<file path="src/rtl/conv_stream_tx.sv">
// -----------------------------------------------------------------------------
// conv_stream_tx
//   Host-side initiator for the CONV nibble-stream port. Buffers one frame of
//   N_IN nibbles (8 x-samples then 8 h-samples), streams it into CONV under
//   busy back-pressure, counts the N_OUT returned results and pulses done.
//
//   Optional feature: define CONV_TX_CHKSUM_EN to build a 16-bit accumulator
//   of the returned conv_dout values on chk; otherwise chk is tied to zero.
//
// Ports
//   clk             in   single clock, posedge
//   reset           in   asynchronous active-low reset
//   ld_en/ld_data   in   host write strobe / nibble into the frame buffer
//   start           in   begin transmitting a full buffer
//   conv_busy       in   CONV busy (no nibble accepted this cycle)
//   conv_out_valid  in   CONV result strobe
//   conv_dout       in   CONV result value
//   Din/in_en       out  nibble and its valid towards CONV
//   full            out  buffer holds N_IN nibbles
//   active          out  frame in flight (SEND or WAIT)
//   done            out  one-cycle pulse after the last result
//   err_stray       out  sticky: result strobe seen while idle
//   chk             out  frame checksum (zero unless CONV_TX_CHKSUM_EN)
// -----------------------------------------------------------------------------
module conv_stream_tx #(
  parameter int N_IN  = 16,
  parameter int N_OUT = 15
) (
  input  logic        clk,
  input  logic        reset,
  input  logic        ld_en,
  input  logic [3:0]  ld_data,
  input  logic        start,
  input  logic        conv_busy,
  input  logic        conv_out_valid,
  input  logic [7:0]  conv_dout,
  output logic [3:0]  Din,
  output logic        in_en,
  output logic        full,
  output logic        active,
  output logic        done,
  output logic        err_stray,
  output logic [15:0] chk
);

  localparam logic [4:0] LP_N_IN  = 5'(N_IN);
  localparam logic [4:0] LP_LAST  = 5'(N_IN - 1);
  localparam logic [3:0] LP_N_OUT = 4'(N_OUT);

  typedef enum logic [1:0] {
    S_IDLE = 2'd0,
    S_SEND = 2'd1,
    S_WAIT = 2'd2,
    S_DONE = 2'd3
  } state_t;

  state_t     r_state;
  state_t     w_state_nxt;
  logic [3:0] r_buf [N_IN];
  logic [4:0] r_wr_ptr;
  logic [4:0] r_rd_ptr;
  logic [3:0] r_res_cnt;
  logic       r_err_stray;

  logic w_load;
  logic w_start;
  logic w_xfer;
  logic w_count;
  logic w_last_xfer;
  logic w_res_done;

  // ---- control decode ------------------------------------------------------
  assign full    = (r_wr_ptr == LP_N_IN);
  assign w_load  = (r_state == S_IDLE) && ld_en && !full;
  assign w_start = (r_state == S_IDLE) && start && full;
  assign w_xfer  = (r_state == S_SEND) && !conv_busy;
  // Results are counted in SEND as well as WAIT; the counter stops at N_OUT
  // so late strobes in SEND cannot wrap it.
  assign w_count = ((r_state == S_SEND) || (r_state == S_WAIT)) &&
                   conv_out_valid && (r_res_cnt != LP_N_OUT);
  assign w_last_xfer = w_xfer && (r_rd_ptr == LP_LAST);
  // Result set is complete either already, or with this cycle's strobe.
  assign w_res_done  = (r_res_cnt == LP_N_OUT) ||
                       (w_count && (r_res_cnt == LP_N_OUT - 4'd1));

  // ---- next state / outputs ------------------------------------------------
  always_comb begin
    w_state_nxt = r_state;
    in_en       = 1'b0;
    Din         = 4'h0;
    active      = 1'b0;
    done        = 1'b0;
    case (r_state)
      S_IDLE: begin
        if (w_start) w_state_nxt = S_SEND;
      end
      S_SEND: begin
        active = 1'b1;
        in_en  = w_xfer;
        if (w_xfer) Din = r_buf[r_rd_ptr[3:0]];
        // A result set that completes early still waits for the last nibble.
        if (w_last_xfer) w_state_nxt = w_res_done ? S_DONE : S_WAIT;
      end
      S_WAIT: begin
        active = 1'b1;
        if (w_res_done) w_state_nxt = S_DONE;
      end
      S_DONE: begin
        done        = 1'b1;
        w_state_nxt = S_IDLE;
      end
      default: w_state_nxt = S_IDLE;
    endcase
  end

  // ---- state and control registers -----------------------------------------
  always_ff @(posedge clk or negedge reset) begin
    if (!reset) begin
      r_state     <= S_IDLE;
      r_wr_ptr    <= '0;
      r_rd_ptr    <= '0;
      r_res_cnt   <= '0;
      r_err_stray <= 1'b0;
    end else begin
      r_state <= w_state_nxt;

      if (r_state == S_DONE)
        r_wr_ptr <= '0;
      else if (w_load)
        r_wr_ptr <= r_wr_ptr + 5'd1;

      if (w_start)
        r_rd_ptr <= '0;
      else if (w_xfer && (r_rd_ptr != LP_N_IN))
        r_rd_ptr <= r_rd_ptr + 5'd1;

      if (w_start)
        r_res_cnt <= '0;
      else if (w_count)
        r_res_cnt <= r_res_cnt + 4'd1;

      if ((r_state == S_IDLE) && conv_out_valid)
        r_err_stray <= 1'b1;
    end
  end

  assign err_stray = r_err_stray;

  // ---- frame buffer (data only, no reset) ----------------------------------
  always_ff @(posedge clk) begin
    if (w_load) r_buf[r_wr_ptr[3:0]] <= ld_data;
  end

  // ---- checksum ------------------------------------------------------------
`ifdef CONV_TX_CHKSUM_EN
  logic [15:0] r_chk;

  always_ff @(posedge clk or negedge reset) begin
    if (!reset)
      r_chk <= '0;
    else if (w_start)
      r_chk <= '0;
    else if (w_count)
      r_chk <= r_chk + {8'h00, conv_dout};
  end

  assign chk = r_chk;
`else
  logic w_unused_dout;

  assign w_unused_dout = ^conv_dout;
  assign chk           = 16'h0000;
`endif

endmodule

</file>
<file path="config.mk">
export PLATFORM = sky130hd
export DESIGN_NAME = conv_stream_tx
export DESIGN_NICKNAME = d
export VERILOG_FILES = /design/src/rtl/conv_stream_tx.sv
export SDC_FILE = /design/constraint.sdc
export NUM_CORES = 1
export LEC_CHECK = 0
export CAP_MARGIN = 20
export CORE_MARGIN = 3
export CORE_UTILIZATION = 40
export CTS_CLUSTER_DIAMETER = 80
export DETAILED_ROUTE_END_ITERATION = 6
export GPL_TIMING_DRIVEN = 0
export PLACE_DENSITY_LB_ADDON = 0.05
export SYNTH_ARGS = -nofsm -noshare
export SYNTH_HDL_FRONTEND = slang
export SYNTH_SLANG_ARGS = --single-unit
</file>
<file path="constraint.sdc">
create_clock -name clk -period 2.3 [get_ports clk]
set_input_delay 0.575 -clock clk [delete_from_list [all_inputs] [get_ports clk]]
set_output_delay 0.575 -clock clk [all_outputs]
set_load 0.1 [all_outputs]
</file>
==> results.json <==
{
  "status": "finished, violations left",
  "violations": "negative setup slack",
  "syn_area_sq_mm": 0.003807,
  "worstPathCellList": "buf_6 > buf_12 > buf_12 > mux4_2 > and3_4 > a221o_4 > buf_12",
  "cap_violations": 0,
  "fmax_mhz": 346.4,
  "synth_flop_cell": "edfxtp_1",
  "cts.sinks": 81,
  "grt_max_degree": 18,
  "syn_avg_cell_area_sq_um": 14.81,
  "r2r_cells": 7,
  "worst_clock_skew_ns": 0.006666,
  "cpMostUsedCell": "buf_12",
  "worst-path-max-fanout": 6,
  "reg2reg_slack_ns": 0.12,
  "num_io_pins": 43,
  "stdcell_count": 442,
  "critPathMaxStageDelay_ns": 0.52,
  "r2r_end": "r_buf[1][1]",
  "start_util_pct": 42.42,
  "row_count": 34,
  "ant_nets": 0,
  "routed-via-count": 2185,
  "finalHoldViolCount": 0,
  "r2r_start": "r_state[0]",
  "dieArea_sq_mm": 0.01072,
  "cts_tree": "done",
  "cts_htree_levels": 3,
  "holdWs_ns": 0.4599,
  "use_met3_pct": 3.172,
  "dp_hpwl_um": 5137,
  "crit_path_start": "r_rd_ptr[0]",
  "synth_edf_count": 64,
  "drive_gt1_share_pct": 35.13,
  "rsz0062_at_grt": "true",
  "fin_crit_sh_pct": 125.5,
  "fin_area_sq_mm": 0.004752,
  "cts_made_buffers": 9,
  "worst_pin_slew_ns": 0.9561,
  "seq_area_frac_synth_pct": 61.65,
  "grt.total_usage_pct": 14.55,
  "antenna_found_initial": 0,
  "peakVddDrop_uv": 404.3,
  "dieHeight_um": 103.6,
  "ys_ff_latch": 81,
  "die_x_um": 103.6,
  "routed_via_density": 4.943,
  "finalPower_mw": 5.364,
  "grt_use_met1_pct": 20.93,
  "p_per_area_mw_per_mm2": 1129,
  "globalRoute.totalOverflow": 0,
  "routedWlPerCell_um": 17.31,
  "hold_path_class": "flop to flop",
  "syn_to_final_growth_pct": 24.81,
  "grt_pass1_vias": 2204,
  "final_nets": 343,
  "final_cell_mix": "edfxtp_1 (64), buf_4 (25), dfrtp_1 (17)",
  "first_pass_iters": 4,
  "drt-total-wl_um": 7650,
  "p_leak_nw": 1.772,
  "cts.clk_slew.worst_paths_ns": 0.09,
  "drc": 0,
  "clock-root-buffer": "clkbuf_8",
  "post-route-min-period_ns": 2.887,
  "diodes": 0,
  "place_inst": 416,
  "grt_pass1_wl_um": 12090,
  "syn_inst": 257,
  "synth_cell_types": 43,
  "critPathKind": "flop to output pin",
  "final_common_cell": "edfxtp_1",
  "fin_util_pct": 52.94,
  "ys_warn_count": 0,
  "worstSkewPairLatency_ns": 0.34,
  "drtIter0Drc": 115,
  "critPathCapture": "Din[2]",
  "cp-start-kind": "flop",
  "ctsHoldBuffers": 0,
  "grtUsageMet2_pct": 21.92,
  "design.core.area_sq_mm": 0.008976,
  "cp-end-kind": "output pin",
  "clock_path_buffers": 2,
  "slew_headroom_pct": 36.51,
  "grt.busiest_layer": "met2",
  "worst_ep_arrival_time_ns": 2.31,
  "cp.required_ns": 1.73,
  "dpl_worst_slack_ns": -1.433,
  "port_buffers": 18,
  "tns_ns": -2.322,
  "async_flop_share_pct": 20.99,
  "setup_violations": 4,
  "finalMaxSlewViolations": 0,
  "gp_congestion": 0.7298,
  "placedInstanceArea_sq_mm": 0.004274,
  "setup_slack_ns": -0.5871,
  "slowest_stage": "mux4_2"
}
repair_timing:
| action | CTS | global route |
|---|---|---|
| endpoints found under the setup margin | 44 | 62 |
| gates resized for setup | 88 | 26 |
| pin swaps | 0 | 3 |
| buffers inserted | 4 | 6 |
synthesized netlist by cell type (all sizes together) (2+ instances only):
master,number,area share (%)
dfrtp,17,11
clkbuf,3,0.30
xnor2,5,1.2
a22o,4,0.92
nand4,3,0.49
and2b,2,0.39
a221o,4,1.1
nand2b,4,0.66
nor3,5,0.66
a22oi,4,0.79
buf,23,5.2
a21oi,5,0.66
and2,4,0.66
mux2i,8,2.1
nand2,7,0.69
o21ai,3,0.39
ha,14,4.6
a221oi,2,0.46
and3,7,1.2
mux4,12,8.0
nand3,3,0.39
edfxtp,64,50
xor2,5,1.2
nor2,26,2.6
inv,11,1.1
layer usage:
metal / share of wire [%] / up-vias
li1: - / 1040
met1: 51 / 1092
met2: 45 / 46
met3: 3.1 / 7
met4: 1.1 / 0
met5: 0 / -
final cells by class:
class                           instances  area (sq um)
Clock buffer                            9         123.9
Buffer                                 26         216.5
Tap cell                              126         157.7
Timing Repair Buffer                   28         326.6
Inverter                               11         45.04
Sequential cell                        81          2347
Fill cell                             775          4224
Clock inverter                          7         77.57
Multi-Input combinational cell        154          1458
sequential cells by signal (all words and copies together) (netlist names):
register / flops
err_stray: 1
r_buf: 64
r_rd_ptr: 5
r_res_cnt: 4
r_state: 2
r_wr_ptr: 5
cell families (layout without fill, tap and decap cells):
kind of cell / Yosys count / after routing / synth area share (%)
XOR/XNOR: 10 / 10 / 2.300
AO/OA/AOI/OAI: 28 / 28 / 5.488
other: 1 / 16 / 0.09849
AND/OR/NAND/NOR: 66 / 66 / 9.169
buffers and inverters: 37 / 81 / 6.605
multiplexers: 20 / 20 / 10.09
flip-flops: 81 / 81 / 61.65
adder cells (fa/ha/maj): 14 / 14 / 4.601
critical path: cells and delay by family, from the launching register on:
kind	cells	cell delay, ns
AO/OA/AOI/OAI	1	0.34
buffers and inverters	4	0.54
flip-flops	1	0.37
multiplexers	1	0.52
AND/OR/NAND/NOR	1	0.20
report_power, final:
part	internal (mW)	switching (mW)
Clock	0.511	0.559
Sequential	1.71	0.101
Combinational	1.07	1.41
how the worst min path moves through the flow:
| stage | startpoint | to | slack [ns] | cells after the start |
|---|---|---|---|---|
| 4_1_cts | err_stray | err_stray | 0.47 | 1 |
| 6_report | err_stray | err_stray | 0.46 | 1 |
| 3_3_place_gp | err_stray | err_stray | 0.44 | 1 |
| 3_5_place_dp | err_stray | err_stray | 0.45 | 1 |
| 5_1_grt | err_stray | err_stray | 0.49 | 1 |
| 2_1_floorplan | reset | err_stray | 0.28 | 0 |
Power figures use the tool's default switching activity.
